### src/rtl/ps2_pkg.sv
// Shared types and helpers for the PS/2 packet receiver.
package ps2_pkg;

  localparam int PS2_FRAME_BITS = 11;
  localparam int PS2_DATA_BITS  = 8;

  typedef enum logic [1:0] {IDLE, BITS, CHECK} ps2_state_t;

  typedef logic [PS2_DATA_BITS-1:0] ps2_byte_t;

  // True when data plus parity carry an odd number of ones.
  function automatic logic odd_parity_ok(input ps2_byte_t data, input logic parity);
    return ^{data, parity};
  endfunction

endpackage

### src/rtl/ps2_line_sync.sv
// Synchronises the raw PS/2 lines and strobes falling edges of the PS/2 clock.
// Define PS2_GLITCH_FILTER_EN to debounce the clock line over FILTER_LEN samples.
module ps2_line_sync
`ifdef PS2_GLITCH_FILTER_EN
#(
  parameter int FILTER_LEN = 8
)
`endif
(
  input  logic i_clk,
  input  logic i_reset,
  input  logic i_ps2_clk,
  input  logic i_ps2_data,
  output logic data_sync,
  output logic fe
);

  logic [1:0] clk_ff;
  logic [1:0] data_ff;
  logic       clk_clean;
  logic       clk_prev;

  // Lines idle high, so reset to 1 to avoid a spurious edge after reset.
  always_ff @(posedge i_clk) begin
    if (i_reset) begin
      clk_ff  <= 2'b11;
      data_ff <= 2'b11;
    end else begin
      clk_ff  <= {clk_ff[0], i_ps2_clk};
      data_ff <= {data_ff[0], i_ps2_data};
    end
  end

  assign data_sync = data_ff[1];

`ifdef PS2_GLITCH_FILTER_EN
  localparam int CW = $clog2(FILTER_LEN + 1);

  logic [CW-1:0] filt_cnt;
  logic          filt_out;

  always_ff @(posedge i_clk) begin
    if (i_reset) begin
      filt_out <= 1'b1;
      filt_cnt <= '0;
    end else if (clk_ff[1] == filt_out) begin
      filt_cnt <= '0;
    end else if (filt_cnt == CW'(FILTER_LEN - 1)) begin
      filt_out <= clk_ff[1];
      filt_cnt <= '0;
    end else begin
      filt_cnt <= filt_cnt + 1'b1;
    end
  end

  assign clk_clean = filt_out;
`else
  assign clk_clean = clk_ff[1];
`endif

  always_ff @(posedge i_clk) begin
    if (i_reset) clk_prev <= 1'b1;
    else         clk_prev <= clk_clean;
  end

  assign fe = clk_prev & ~clk_clean;

endmodule

### src/rtl/ps2_packet_rx.sv
// PS/2 device-to-host receiver: deframes bytes, checks them and assembles packets.
// Optional PS2_GLITCH_FILTER_EN enables the clock-line glitch filter.
module ps2_packet_rx
  import ps2_pkg::*;
#(
  parameter int WORDS_PER_PKT = 3,
  parameter int TIMEOUT_CYC   = 200000
`ifdef PS2_GLITCH_FILTER_EN
  ,
  parameter int FILTER_LEN    = 8
`endif
) (
  input  logic                       i_clk,
  input  logic                       i_reset,
  input  logic                       i_ps2_clk,
  input  logic                       i_ps2_data,
  output logic [8*WORDS_PER_PKT-1:0] o_pkt,
  output logic                       o_pkt_valid,
  input  logic                       i_pkt_ready,
  output logic                       o_frame_err,
  output logic                       o_timeout,
  output logic                       o_overrun,
  output logic                       o_busy
);

  localparam int PKT_W    = 8 * WORDS_PER_PKT;
  localparam int SH_W     = PS2_FRAME_BITS - 1;
  localparam int LAST_BIT = PS2_FRAME_BITS - 2;
  localparam int TW       = $clog2(TIMEOUT_CYC + 1);

  logic             data_sync;
  logic             fe;
  ps2_state_t       state, state_next;
  logic [3:0]       bitcnt;
  logic [SH_W-1:0]  shreg;
  logic [3:0]       byte_idx;
  logic [TW-1:0]    tcnt;
  logic [PKT_W-1:0] pkt_buf, pkt_next;
  logic             timeout_hit, frame_good, frame_ok, frame_bad;
  logic             pkt_done, load_pkt, overrun;

`ifdef PS2_GLITCH_FILTER_EN
  ps2_line_sync #(.FILTER_LEN(FILTER_LEN)) u_sync (
`else
  ps2_line_sync u_sync (
`endif
    .i_clk      (i_clk),
    .i_reset    (i_reset),
    .i_ps2_clk  (i_ps2_clk),
    .i_ps2_data (i_ps2_data),
    .data_sync  (data_sync),
    .fe         (fe)
  );

  assign timeout_hit = (tcnt == TW'(TIMEOUT_CYC));
  assign frame_good  = odd_parity_ok(shreg[7:0], shreg[8]) && shreg[9];

  // Timeout wins over any edge or frame verdict in the same cycle.
  always_comb begin
    state_next = state;
    frame_ok   = 1'b0;
    frame_bad  = 1'b0;
    case (state)
      IDLE:  if (fe && !data_sync) state_next = BITS;
      BITS:  if (fe && bitcnt == 4'(LAST_BIT)) state_next = CHECK;
      CHECK: begin
        state_next = IDLE;
        frame_ok   = frame_good;
        frame_bad  = !frame_good;
      end
      default: state_next = IDLE;
    endcase
    if (timeout_hit) begin
      state_next = IDLE;
      frame_ok   = 1'b0;
      frame_bad  = 1'b0;
    end
  end

  // First received byte lands in the most significant byte lane.
  always_comb begin
    pkt_next = pkt_buf;
    for (int k = 0; k < WORDS_PER_PKT; k++) begin
      if (byte_idx == 4'(k)) pkt_next[8*(WORDS_PER_PKT-1-k) +: 8] = shreg[7:0];
    end
  end

  assign pkt_done = frame_ok && (byte_idx == 4'(WORDS_PER_PKT - 1));
  assign load_pkt = pkt_done && (!o_pkt_valid || i_pkt_ready);
  assign overrun  = pkt_done && !load_pkt;
  assign o_busy   = (state != IDLE) || (byte_idx != 4'd0);

  always_ff @(posedge i_clk) begin
    if (i_reset) begin
      state       <= IDLE;
      bitcnt      <= '0;
      shreg       <= '0;
      byte_idx    <= '0;
      tcnt        <= '0;
      pkt_buf     <= '0;
      o_pkt       <= '0;
      o_pkt_valid <= 1'b0;
      o_frame_err <= 1'b0;
      o_timeout   <= 1'b0;
      o_overrun   <= 1'b0;
    end else begin
      state       <= state_next;
      o_frame_err <= frame_bad;
      o_timeout   <= timeout_hit;
      o_overrun   <= overrun;

      if (!timeout_hit && fe) begin
        if (state == IDLE) begin
          bitcnt <= '0;
        end else if (state == BITS) begin
          shreg  <= {data_sync, shreg[SH_W-1:1]};
          bitcnt <= bitcnt + 4'd1;
        end
      end

      if (timeout_hit || frame_bad || pkt_done) byte_idx <= '0;
      else if (frame_ok)                        byte_idx <= byte_idx + 4'd1;

      if (frame_ok) pkt_buf <= pkt_next;

      if (load_pkt) begin
        o_pkt       <= pkt_next;
        o_pkt_valid <= 1'b1;
      end else if (o_pkt_valid && i_pkt_ready) begin
        o_pkt_valid <= 1'b0;
      end

      // Counter only runs while a frame or partial packet is outstanding.
      if (timeout_hit || fe || (state == IDLE && byte_idx == 4'd0)) tcnt <= '0;
      else if (!timeout_hit)                                       tcnt <= tcnt + 1'b1;
    end
  end

endmodule

### config.mk
export PLATFORM = sky130hd
export DESIGN_NAME = ps2_packet_rx
export DESIGN_NICKNAME = d
export VERILOG_FILES = /design/src/rtl/ps2_pkg.sv /design/src/rtl/ps2_line_sync.sv /design/src/rtl/ps2_packet_rx.sv
export SDC_FILE = /design/constraint.sdc
export NUM_CORES = 1
export LEC_CHECK = 0
export ABC_AREA = 1
export BUFFER_PORTS_ARGS = -buffer_cell sky130_fd_sc_hd__buf_2
export CORE_ASPECT_RATIO = 0.9
export CORE_MARGIN = 2
export CORE_UTILIZATION = 40
export CTS_BUF_LIST = sky130_fd_sc_hd__clkbuf_16
export CTS_CLUSTER_SIZE = 8
export DETAILED_ROUTE_END_ITERATION = 10
export GPL_TIMING_DRIVEN = 0
export SYNTH_ARGS = -nofsm -noshare
export SYNTH_HDL_FRONTEND = slang
export SYNTH_SLANG_ARGS = --single-unit
### constraint.sdc
create_clock -name i_clk -period 1.78 [get_ports i_clk]
set_input_delay 0.178 -clock i_clk [delete_from_list [all_inputs] [get_ports i_clk]]
set_output_delay 0.178 -clock i_clk [all_outputs]
set_load 0.005 [all_outputs]
Word-level counts from Yosys, hierarchy flattened --
Index checks and enable logic that the tools add are counted.
Storage, ports and cells: register bits 95, latch bits 0, bits in writable memories 0, bits in read-only memories 0, memories 0
Operators by class: add/subtract/negate cells 3, multiply operators 0, divide/modulo/power cells 0, $lt $le $gt $ge 0, equal/unequal tests 8, shift operators 0, muxes and demuxes 14, bitwise logic cells 3, reductions and logical operators 33
Operators with widths (number):
- $mux 8 | 3
- $add 18x1->18 const B | 1
- $eq 18x18->1 const B | 1
- $logic_and 1x1->1 | 9
- $reduce_xor 9->1 | 1
- $add 4x1->4 const B | 2
- $mux 4 | 2
- $logic_or 1x1->1 | 6
- $mux 1 | 6
- $reduce_bool 2->1 | 3
- $reduce_or 2->1 | 3
- $logic_not 1->1 | 5
- $eq 4x1->1 const B | 1
- $eq 4x2->1 const B | 1
- $eq 4x4->1 const B | 1
- $logic_not 4->1 | 1
- $mux 2 | 2
- $ne 2x2->1 const B | 2
- $pmux 2 s2 | 1
- $reduce_and 2->1 | 2
- $reduce_bool 4->1 | 1
- $reduce_and 3->1 | 1
- $eq 2x1->1 const B | 1
- $eq 2x2->1 const B | 1
- 3 further kinds | 4

Longest topological paths before layout --
Gate-level depths: netlist (run 1).
depth in word-level cells 8, gate-level depth with buffers 14

Modules after synthesis --
A second synthesis (run 1) with hierarchy kept.
Unflattened totals: cell total of the unflattened synthesis 674, area, all modules 4623.2 µm²
By module, submodules not included:
- ps2_packet_rx | times used 1, cells each 656, area each 4474.3 µm², sequential area each 1801.7 µm²
- ps2_line_sync | times used 1, cells each 18, area each 148.9 µm², sequential area each 100.1 µm²

Worst setup path before layout (run 1) --
No wires, ideal clock.
kind flip-flop to flip-flop, from reg tcnt[0], to reg shreg[8], setup time 0.119 ns, arrival time 1.473 ns, data required time 1.661 ns, setup slack 0.187 ns, cell stages (with the launch flop) 11, path through dfxtp_1 -> inv_1 -> ha_1 -> nand3b_1 -> nor3_1 -> nand2_1 -> nand3_1 -> nor2_2 -> inv_1 -> o21ai_0 -> a21oi_1
On the way: word-level cells in the longest chain between the ends 4
Ends and longest elaborated chain:
- start: declaration | line ps2_packet_rx.sv:37 | logic [TW-1:0] tcnt;
- start signal: assignment | line ps2_packet_rx.sv:135 | else if (!timeout_hit) tcnt <= tcnt + 1'b1;
- $eq 18x18->1 | line ps2_packet_rx.sv:55 | assign timeout_hit = (tcnt == TW'(TIMEOUT_CYC));
- $logic_not 1->1
- $logic_and 1x1->1 | line ps2_packet_rx.sv:112 | if (!timeout_hit && fe) begin
- $reduce_and 3->1 (no line)
- end signal: assignment | line ps2_packet_rx.sv:116 | shreg <= {data_sync, shreg[SH_W-1:1]};
- end: declaration | line ps2_packet_rx.sv:35 | logic [SH_W-1:0] shreg;
Every way passes these cells. A chain may end at the register's enable or synchronous reset.

Final worst setup path (run 1) --
from reg shreg[1], to reg o_pkt[0]
On the way: word-level cells in the longest chain between the ends 6
Ends and longest elaborated chain:
- $reduce_xor 9->1 | line ps2_pkg.sv:13 | return ^{data, parity};
- $logic_and 1x1->1 | line ps2_packet_rx.sv:56 | assign frame_good = odd_parity_ok(shreg[7:0], shreg[8]) && shreg[9];
- $mux 1 | line ps2_packet_rx.sv:63 | case (state)
- $mux 1 | line ps2_packet_rx.sv:73 | if (timeout_hit) begin
- $logic_and 1x1->1 | line ps2_packet_rx.sv:88 | assign pkt_done = frame_ok && (byte_idx == 4'(WORDS_PER_PKT - 1));
- $logic_and 1x1->1 | line ps2_packet_rx.sv:89 | assign load_pkt = pkt_done && (!o_pkt_valid || i_pkt_ready);
- end signal: assignment | line ps2_packet_rx.sv:127 | o_pkt <= pkt_next;
- end: declaration | line ps2_packet_rx.sv:17 | output logic [8*WORDS_PER_PKT-1:0] o_pkt,
Every way passes these cells.

==> impl_metrics.env, run 1 <==
export IMPL_cts_max_level=3
export IMPL_routedWlPerCell_um=12.1
export IMPL_clock_latency_ns=0.35
export IMPL_post_route_min_period_ns=1.70
export IMPL_initial_core_util_pct=41.4
export IMPL_grt_start_max_net_pins=17
export IMPL_core_area_sq_um=10900
export IMPL_ys_ff_latch=95
export IMPL_postPlaceCellArea_sq_um=4870
export IMPL_overflow=0
export IMPL_die_width_um=116
export IMPL_nNetsFinal=743
export IMPL_synth_most_common_cell="nand2_1"
export IMPL_dieHeight_um=105
export IMPL_cpMostUsedCell="buf_6"
export IMPL_slowest_stage="dfxtp_2"
export IMPL_avgViaCountPerCell=4.65
export IMPL_cp_arrival_ns=1.98
export IMPL_place_inst=843
export IMPL_drv_slew=0
export IMPL_synthCells=658
export IMPL_synth_common_cells="nand2_1, inv_1, dfxtp_1, nor2_1, a21oi_1"
export IMPL_cts_root_buf="clkbuf_16"
export IMPL_synth_distinct_cells=33
export IMPL_relSlewSlack_pct=59.6
export IMPL_critPathKind="reg -> reg"
export IMPL_drt_iter0_drc=222
export IMPL_fmax_ghz=0.588
export IMPL_ir_drop_mv=0.452
export IMPL_vias=4119
export IMPL_area_delta_synth_final_pct=26.3
export IMPL_ios=34
export IMPL_synth_top_area_share_pct=42.1
export IMPL_ant_nets=0
export IMPL_dp_slack_ns=-0.200
export IMPL_fin_crit_sh_pct=95.6
export IMPL_finClkSkew_ns=0.00795
export IMPL_startpoint_type="register"
export IMPL_first_pass_iters=4
export IMPL_cts_made_buffers=9
export IMPL_run_status="finished clean"
export IMPL_route_detailed_drc=0
export IMPL_ys_flop_type="dfxtp_1"
export IMPL_drive_gt1_share_pct=23.2
export IMPL_endpoint_kind="register"
export IMPL_syn_num_nets=671
export IMPL_synthTopCellsByArea="dfxtp_1, nand2_1, inv_1"
export IMPL_track_usage_pct=18.5
export IMPL_yosys_area_top_type="dfxtp_1"
export IMPL_rsz0062_at_grt="true"
export IMPL_dp_hpwl_mm=7.23
export IMPL_fin_cells=886
export IMPL_cts_sinks=95
export IMPL_slowest_delay_ns=0.32
export IMPL_leakagePower_nw=2.55
export IMPL_hold_path_class="in -> reg"
export IMPL_yosysSeqAreaShare_pct=42.1
export IMPL_cp_required_ns=2.06
export IMPL_routabilityCongestion=0.827
export IMPL_finalWirelength_mm=10.7
export IMPL_grt_pass1_wl_mm=17.9
export IMPL_hold_violations=0
export IMPL_pwr_density_cell_nw_per_um2=716
export IMPL_port_buffers=33
export IMPL_post_route_util_pct=52.3
export IMPL_tightest_slew_ns=0.607
export IMPL_cap_violations=0
export IMPL_path_max_fanout=7
export IMPL_clockBufferDepth=2
export IMPL_dieArea_sq_um=12200
export IMPL_grt_pass1_vias=3759
export IMPL_setup_ws_ns=0.0788
export IMPL_synth_edf_count=0
export IMPL_row_count=36
export IMPL_synthArstFlopShare_pct=0
export IMPL_tritoncts="built"
export IMPL_cts_clk_slew_worst_paths_ns=0.06
export IMPL_syn_area_sq_um=4520
export IMPL_antenna_found_initial=0
export IMPL_worstPathCellList="buf_6, xnor2_2, nand3_2, nand3_4, nand2_2, nor2_4, nand4_4, buf_6, nand2_1, inv_1, nor2_1"
export IMPL_ys_warn_count=0
export IMPL_setup_viol=0
export IMPL_syn_area_per_cell_sq_um=6.87
export IMPL_finish_instance_area_sq_um=5700
export IMPL_num_antenna_cells=0
-- layer usage --
metal	track usage, %	up-vias	routed length (um)
met2	26.7	88	4750
met4	5.10	0	98
met1	26.7	1842	5260
met3	5.28	5	581
met5	0	-	0
li1	-	2184	-
-- sequential cells by signal, indices dropped and copies added, names as in the netlist --
register and flops:
o_timeout 1, u_sync.data_ff 2, o_frame_err 1, bitcnt 4, state 2, o_overrun 1, tcnt 18, byte_idx 4
o_pkt_valid 1, u_sync.clk_prev 1, pkt_buf 24, u_sync.clk_ff 2, shreg 10, o_pkt 24
-- worst paths after layout --
kind	startpoint	endpoint	slack, ns	cells past startpoint
min reg2reg	u_sync.clk_ff[0]$_SDFF_PP1_	u_sync.clk_ff[1]$_SDFF_PP1_	0.41	1
max	shreg[1]$_SDFFE_PP0P_	o_pkt[0]$_SDFFE_PP0P_	0.08	11
min	i_ps2_clk	u_sync.clk_ff[0]$_SDFF_PP1_	0.02	2
max reg2reg	shreg[1]$_SDFFE_PP0P_	o_pkt[0]$_SDFFE_PP0P_	0.08	11
-- placed cells by master (no fill, tap or decap), types with 2 or more instances in the layout --
cell type  synthesis  layout
nand3_2            5       4
nand2_1          179     160
o21ai_0           38      33
ha_1               8       7
nand3_4            0       4
nor2_2             2       2
inv_1            113     104
nand2_2            2      18
dfxtp_4            0       6
clkinv_2           0       3
nand2_4            0       3
a21oi_2            0       6
nor3_4             0       2
xnor2_1            3       2
inv_2              2       6
buf_1              2       2
a21oi_1           46      40
or2_2              6       6
o21a_1             2       2
dfxtp_1           95      82
clkbuf_1          12       7
buf_4              6      26
inv_4              0       5
clkbuf_2           1       2
nand3_1           12       9
nand4_1           31      31
nor2_1            58      56
nor3_1            10       8
clkbuf_16          0      10
nor2_4             2       5
buf_2              3      34
o21ai_1            1       6
clkinv_1           2       3
dfxtp_2            0       7
xor2_1             8       7
buf_6              3      12
-- worst max-delay path: cells and delay by family (launching register included) --
| kind | cells | cell delay, ns |
|---|---|---|
| flip-flops | 1 | 0.32 |
| XOR/XNOR | 1 | 0.15 |
| AND/OR/NAND/NOR | 7 | 0.80 |
| buffers and inverters | 3 | 0.36 |
-- cells by family after synthesis --
| logic type | synth area share, % |
|---|---|
| AO/OA/AOI/OAI | 9.91 |
| AND/OR/NAND/NOR | 30.6 |
| buffers and inverters | 13.1 |
| adder cells (fa/ha/maj) | 2.22 |
| flip-flops | 42.1 |
| XOR/XNOR | 2.13 |
-- power breakdown --
| group | leakage (nW) | switching (mW) | internal (mW) |
|---|---|---|---|
| clock network | 0.140 | 0.795 | 1.06 |
| registers | 0.774 | 0.00276 | 2.12 |
| logic | 1.63 | 0.0676 | 0.0325 |
| total | 2.55 | 0.865 | 3.22 |
-- layout make-up --
| cell class | instances | area, sq um |
|---|---|---|
| repair buffers | 62 | 430 |
| multi-input cells | 420 | 2230 |
| flip-flops and latches | 95 | 1930 |
| fillers | 1075 | 5200 |
| inverters | 117 | 457 |
| plain buffers | 25 | 184 |
| well taps | 152 | 190 |
| clock inverters | 6 | 52.6 |
| clock buffers | 9 | 225 |
-- stage by stage --
| step | hold WS [ns] | total power [mW] | setup TNS, ns |
|---|---|---|---|
| floorplan | 0.282 | 2.24 | 0 |
| detailed placement | 0.364 | 2.27 | -10.11 |
| global route | 0.0131 | 4.23 | -3.43 |
| global placement | 0.363 | 2.27 | -8.85 |
| finish | 0.0177 | 4.08 | 0 |
| CTS | 0.00256 | 4.14 | 0 |
-- timing repair --
item,in CTS,in global routing
gates cloned,3,3
hold buffers,1,0
hold endpoints to repair,1,0
buffers inserted,8,16
gates resized for setup,31,84
pin swaps,3,29
setup endpoints to repair,78,84
Power figures use the tool's default switching activity.
==> inputs of run 2 (changes only) <==
- ABC_AREA: 1 -> not set
==> run 2 against run 1 <==
  * The flow now finishes with violations (negative setup slack)
  * Sequential power down 8%
  * Flip-flop and latch count down 8
  * Power up 2.5%
  * Non-clock buffer count up 27
  * Clock skew up 0.00072 ns
  * Synthesized area down 8.5%
  * Final area up 3.9%
  * Clock power up 16%
  * Combinational power down 17%
  * Largest power group is now the clock network
==> impl_metrics.env, run 2 <==
export IMPL_initial_core_util_pct=40.7
export IMPL_place_inst=618
export IMPL_fmax_ghz=0.465
export IMPL_tightest_slew_ns=0.837
export IMPL_cts_made_buffers=9
export IMPL_synth_top_area_share_pct=42.1
export IMPL_ys_warn_count=0
export IMPL_hold_violations=0
export IMPL_fin_cells=665
export IMPL_reg_largest_list="o_pkt (24), tcnt (18), pkt_buf (16)"
export IMPL_synthArstFlopShare_pct=0
export IMPL_layout_common_cells="dfxtp_1, a21oi_1, buf_2, nand4_1, buf_4"
export IMPL_leakagePower_nw=2.00
export IMPL_synth_distinct_cells=47
export IMPL_dp_hpwl_mm=7.39
export IMPL_r2r_end="o_pkt[17]$_SDFFE_PP0P_"
export IMPL_finalWirelength_mm=11.8
export IMPL_largest_register="o_pkt"
export IMPL_post_route_min_period_ns=2.15
export IMPL_synthCells=456
export IMPL_cts_clk_slew_worst_paths_ns=0.06
export IMPL_route_detailed_drc=0
export IMPL_n_fill_cell=876
export IMPL_antenna_found_initial=0
export IMPL_ant_nets=0
export IMPL_syn_area_sq_um=4130
export IMPL_cts_max_level=3
export IMPL_ys_flop_type="dfxtp_1"
export IMPL_synth_common_cells="dfxtp_1, a21oi_1, nor2_1, nand4_1, clkbuf_1"
export IMPL_hold_path_class="in -> reg"
export IMPL_clockBufferDepth=2
export IMPL_finish_instance_area_sq_um=5930
export IMPL_cpMostUsedCell="nor4_4"
export IMPL_drive_gt1_share_pct=42.7
export IMPL_port_buffers=33
export IMPL_postPlaceCellArea_sq_um=4640
export IMPL_synth_edf_count=0
export IMPL_row_count=35
export IMPL_grt_start_max_net_pins=15
export IMPL_pwr_density_cell_nw_per_um2=706
export IMPL_cts_sinks=87
export IMPL_r2r_start="tcnt[13]$_SDFFE_PP0N_"
export IMPL_post_route_util_pct=58.4
export IMPL_synthTopCellsByArea="dfxtp_1, a21oi_1, nand4_1"
export IMPL_routabilityCongestion=0.830
export IMPL_worstPathCellList="or4b_4, nor4_4, and2_4, nor4_4, buf_6, clkbuf_16, a211oi_2"
export IMPL_setup_viol=82
export IMPL_ios=34
export IMPL_syn_num_nets=469
export IMPL_r2r_cells=7
export IMPL_die_width_um=111
export IMPL_slowest_delay_ns=0.57
export IMPL_fin_tns_setup_ns=-22.40
export IMPL_dieArea_sq_um=11200
export IMPL_ctsHoldBuffers=0
export IMPL_cp_arrival_ns=2.41
export IMPL_rsz0062_at_grt="true"
export IMPL_clock_latency_ns=0.34
export IMPL_synth_most_common_cell="dfxtp_1"
export IMPL_tritoncts="built"
export IMPL_finClkSkew_ns=0.00867
export IMPL_startpoint_type="register"
export IMPL_fin_crit_sh_pct=121
export IMPL_crit_path_start="tcnt[13]$_SDFFE_PP0N_"
export IMPL_overflow=0
export IMPL_track_usage_pct=20.6
export IMPL_drt_iter0_drc=317
export IMPL_dieHeight_um=100
export IMPL_yosysSeqAreaShare_pct=42.1
export IMPL_endpoint_kind="register"
export IMPL_vias=3748
export IMPL_cp_required_ns=2.04
export IMPL_num_antenna_cells=0
export IMPL_grt_pass1_wl_mm=18.1
export IMPL_first_pass_iters=4
export IMPL_yosys_area_top_type="dfxtp_1"
export IMPL_area_delta_synth_final_pct=43.5
export IMPL_path_max_fanout=5
export IMPL_holdWs_ns=0.0203
export IMPL_largest_reg_flops=24
export IMPL_drv_slew=0
export IMPL_run_status="complete, but fails checks"
export IMPL_slowest_stage="or4b_4"
export IMPL_routedWlPerCell_um=17.7
export IMPL_ys_ff_latch=87
export IMPL_cts_root_buf="clkbuf_16"
export IMPL_r2r_setup_slack_ns=-0.37
export IMPL_critPathKind="reg -> reg"
export IMPL_cap_violations=0
export IMPL_syn_area_per_cell_sq_um=9.06
export IMPL_ir_drop_mv=0.653
export IMPL_mostFrequentLayoutCell="dfxtp_1"
export IMPL_crit_end="o_pkt[17]$_SDFFE_PP0P_"
export IMPL_grt_pass1_vias=3568
export IMPL_relSlewSlack_pct=44.2
export IMPL_nNetsFinal=544
export IMPL_violations="negative setup slack"
export IMPL_setup_ws_ns=-0.372
export IMPL_avgViaCountPerCell=5.64
export IMPL_core_area_sq_um=10200
[run 2: worst min path at each step]
stage | startpoint | slack [ns] | end | cells after the start
2_1_floorplan | i_ps2_clk | 0.28 | u_sync.clk_ff[0]$_SDFF_PP1_ | 1
3_3_place_gp | i_ps2_data | 0.36 | u_sync.data_ff[0]$_SDFF_PP1_ | 2
3_5_place_dp | i_ps2_data | 0.37 | u_sync.data_ff[0]$_SDFF_PP1_ | 2
4_1_cts | i_ps2_data | 0.02 | u_sync.data_ff[0]$_SDFF_PP1_ | 2
5_1_grt | i_ps2_data | 0.02 | u_sync.data_ff[0]$_SDFF_PP1_ | 2
6_report | i_ps2_data | 0.02 | u_sync.data_ff[0]$_SDFF_PP1_ | 2
[run 2: per-stage QoR]
step / setup slack [ns] / total power, mW
2_1_floorplan: -0.241 / 2.04
3_3_place_gp: -0.716 / 2.07
3_5_place_dp: -0.722 / 2.07
4_1_cts: -0.329 / 4.20
5_1_grt: -0.433 / 4.30
6_report: -0.372 / 4.18
[run 2: repair_timing]
action                                  4_1_cts  5_1_grt
endpoints found under the setup margin       83       83
gates resized for setup                      78       63
endpoints found under the hold margin         0        0
pin swaps                                    13       18
setup buffers                                19       11
cloned                                        4        3
[run 2: layout make-up]
class / instances / area [sq um] / share of cell area, %
inverter: 10 / 37.5 / 0.633
sequential: 87 / 1760 / 29.7
tap: 129 / 161 / 2.72
clock buffer: 9 / 225 / 3.80
clock inverter: 7 / 113 / 1.90
multi-input combinational: 309 / 2680 / 45.2
timing repair buffer: 69 / 537 / 9.05
buffer: 45 / 415 / 7.01
[run 2: power by group]
part / switching [mW] / internal [mW]
Combinational: 0.0568 / 0.0262
Sequential: 0.00198 / 1.95
Clock: 0.787 / 1.36
[run 2: per-layer routing]
layer	part of all wire (%)	up-vias	GRT usage, %
met2	49	104	34.4
li1	-	1816	-
met4	0.70	0	4.84
met1	46	1824	27.2
met3	4.7	4	5.19
met5	0	-	0
[run 2: kinds of logic (layout without fill, tap and decap cells)]
kind of cell	after synthesis	in the layout	share of synthesized area [%]
simple gates	138	138	19.1
compound gates	123	123	20.0
flops	87	87	42.1
buf+inv	60	140	6.90
xor+xnor	24	24	5.60
mux	16	16	3.88
fa+ha+maj	8	8	2.42
[run 2: critical path, delay by kind of cell (launching register included)]
| kind | cells | cell delay, ns |
|---|---|---|
| AO/OA/AOI/OAI | 1 | 0.17 |
| buffers and inverters | 2 | 0.34 |
| flip-flops | 1 | 0.34 |
| AND/OR/NAND/NOR | 4 | 1.21 |
==> inputs of run 3 (changes only) <==
- CELL_PAD_IN_SITES_DETAIL_PLACEMENT: not set -> 0
- CELL_PAD_IN_SITES_GLOBAL_PLACEMENT: not set -> 1
- CTS_BUF_LIST: sky130_fd_sc_hd__clkbuf_16 -> not set
- PLACE_DENSITY_LB_ADDON: not set -> 0.1
==> run 3 against run 2 <==
  * Flip-flop and latch count unchanged
  * Via count up 0.99%
  * Fmax up 0.80%
  * Largest cell class unchanged
  * Critical path type unchanged
  * Sequential share of layout area up 0.85 points
  * Utilization shrank 1.5 points
  * Wire length rose by 0.90%
  * Register-to-register slack improved by 0.02 ns
  * Sequential power barely moved
  * The flow still finishes with violations (negative setup slack)
  * Largest power group is now sequential cells
  * Non-clock buffer count shrank 1
==> impl_metrics.env, run 3 (synthesis gave the netlist of run 2 again) <==
export IMPL_hold_violations=0
export IMPL_clockBufferDepth=2
export IMPL_setup_viol=82
export IMPL_tritoncts="built"
export IMPL_dp_slack_ns=-0.848
export IMPL_dieHeight_um=100
export IMPL_area_delta_synth_final_pct=39.8
export IMPL_dp_hpwl_mm=7.74
export IMPL_largest_register="o_pkt"
export IMPL_grt_pass1_vias=3548
export IMPL_drt_iter0_drc=211
export IMPL_overflow=0
export IMPL_routedWlPerCell_um=17.9
export IMPL_num_antenna_cells=0
export IMPL_route_detailed_drc=0
export IMPL_routabilityCongestion=0.765
export IMPL_cts_root_buf="clkbuf_16"
export IMPL_hold_path_class="in -> reg"
export IMPL_cts_sinks=87
export IMPL_setup_ws_ns=-0.355
export IMPL_track_usage_pct=21.5
export IMPL_leakagePower_nw=1.98
export IMPL_pwr_density_cell_nw_per_um2=677
export IMPL_fin_crit_sh_pct=120
export IMPL_vias=3785
export IMPL_cts_made_buffers=9
export IMPL_first_pass_iters=5
export IMPL_startpoint_type="register"
export IMPL_holdWs_ns=0.0250
export IMPL_avgViaCountPerCell=5.70
export IMPL_endpoint_kind="register"
export IMPL_ir_drop_mv=0.741
export IMPL_n_fill_cell=903
export IMPL_path_max_fanout=5
export IMPL_p_total_mw=3.91
export IMPL_finish_instance_area_sq_um=5780
export IMPL_port_buffers=33
export IMPL_cts_max_level=3
export IMPL_rsz0062_at_grt="true"
export IMPL_cap_violations=0
export IMPL_tightest_slew_ns=0.709
export IMPL_fmax_ghz=0.468
export IMPL_run_status="complete, but fails checks"
export IMPL_postPlaceCellArea_sq_um=4640
export IMPL_core_area_sq_um=10200
export IMPL_cp_required_ns=2.04
export IMPL_ant_nets=0
export IMPL_grt_start_max_net_pins=14
export IMPL_drive_gt1_share_pct=40.4
export IMPL_nNetsFinal=543
export IMPL_drv_slew=0
export IMPL_reg_largest_list="o_pkt (24), tcnt (18), pkt_buf (16)"
export IMPL_cts_clk_slew_worst_paths_ns=0.06
export IMPL_mostFrequentLayoutCell="dfxtp_1"
export IMPL_clock_latency_ns=0.34
export IMPL_row_count=35
export IMPL_antenna_found_initial=0
export IMPL_critPathKind="reg -> reg"
export IMPL_ios=34
export IMPL_cp_arrival_ns=2.40
export IMPL_dieArea_sq_um=11200
export IMPL_layout_common_cells="dfxtp_1, a21oi_1, buf_2, nand4_1, buf_6"
export IMPL_relSlewSlack_pct=52.8
export IMPL_ctsHoldBuffers=0
export IMPL_violations="negative setup slack"
export IMPL_largest_reg_flops=24
export IMPL_initial_core_util_pct=40.7
export IMPL_die_width_um=111
export IMPL_post_route_min_period_ns=2.14
export IMPL_grt_pass1_wl_mm=19.0
export IMPL_finClkSkew_ns=0.0122
export IMPL_finalWirelength_mm=11.9
==> run 3: cell types whose count changed in the layout (fill, tap and decap cells not counted), sizes merged <==
cell      before  now
clkinvlp       2    0
buf           89   91
inv           11   10
bufinv         3    1
clkinv         1    3
==> run 3: metrics by stage <==
stage                     utilization (%)  cells  setup TNS, ns
after floorplan                         -    456         -11.86
after global placement               45.7    618         -41.77
after detailed placement             45.7    618         -42.57
after CTS                            53.6    660         -21.08
after global routing                 56.9    664         -29.88
final                                56.9    664         -21.52
==> run 3: critical path, stage by stage (launching register included) <==
cell       delay [ns]
dfxtp_4          0.34
or4bb_4          0.55
nor4_4           0.26
buf_4            0.17
and2_4           0.18
nor4_4           0.05
buf_6            0.17
clkbuf_16        0.16
a211oi_2         0.16
==> run 3: timing repair <==
item,CTS,global route
endpoints found under the setup margin,83,83
resized for setup,72,68
setup buffers,28,5
hold endpoints to repair,0,0
cloned,6,1
pin swaps,16,23
==> run 3: power by group <==
group / internal, mW / total [mW] / switching [mW]
logic: 0.0270 / 0.0853 / 0.0583
registers: 1.95 / 1.95 / 0.00210
clock network: 1.12 / 1.88 / 0.761
==> run 3: layer usage <==
metal  vias up  share of wire (%)  track usage (%)  routed length, um
met2       111                 48             35.3               5690
met3        20                5.5             4.47                648
met4         0                1.7             6.84                199
met1      1841                 45             28.6               5350
met5         -                  0                0                  0
li1       1813                  -                -                  -
==> run 3: area by class of cell <==
cell class | count | area (sq um) | share of cell area (%)
clock buffers | 12 | 246 | 4.27
repair buffers | 71 | 569 | 9.85
inverters | 10 | 37.5 | 0.650
flip-flops and latches | 87 | 1770 | 30.6
clock inverters | 4 | 45.0 | 0.780
well taps | 129 | 161 | 2.79
multi-input cells | 309 | 2580 | 44.7
plain buffers | 42 | 369 | 6.39
==> run 3: worst paths after layout <==
| kind | startpoint | endpoint | slack [ns] | depth (start not counted) |
|---|---|---|---|---|
| max | tcnt[7]$_SDFFE_PP0N_ | o_pkt[13]$_SDFFE_PP0P_ | -0.36 | 8 |
| min | i_ps2_data | u_sync.data_ff[0]$_SDFF_PP1_ | 0.03 | 2 |
| max reg2reg | tcnt[7]$_SDFFE_PP0N_ | o_pkt[13]$_SDFFE_PP0P_ | -0.36 | 8 |
| min reg2reg | u_sync.data_ff[0]$_SDFF_PP1_ | u_sync.data_ff[1]$_SDFF_PP1_ | 0.41 | 1 |
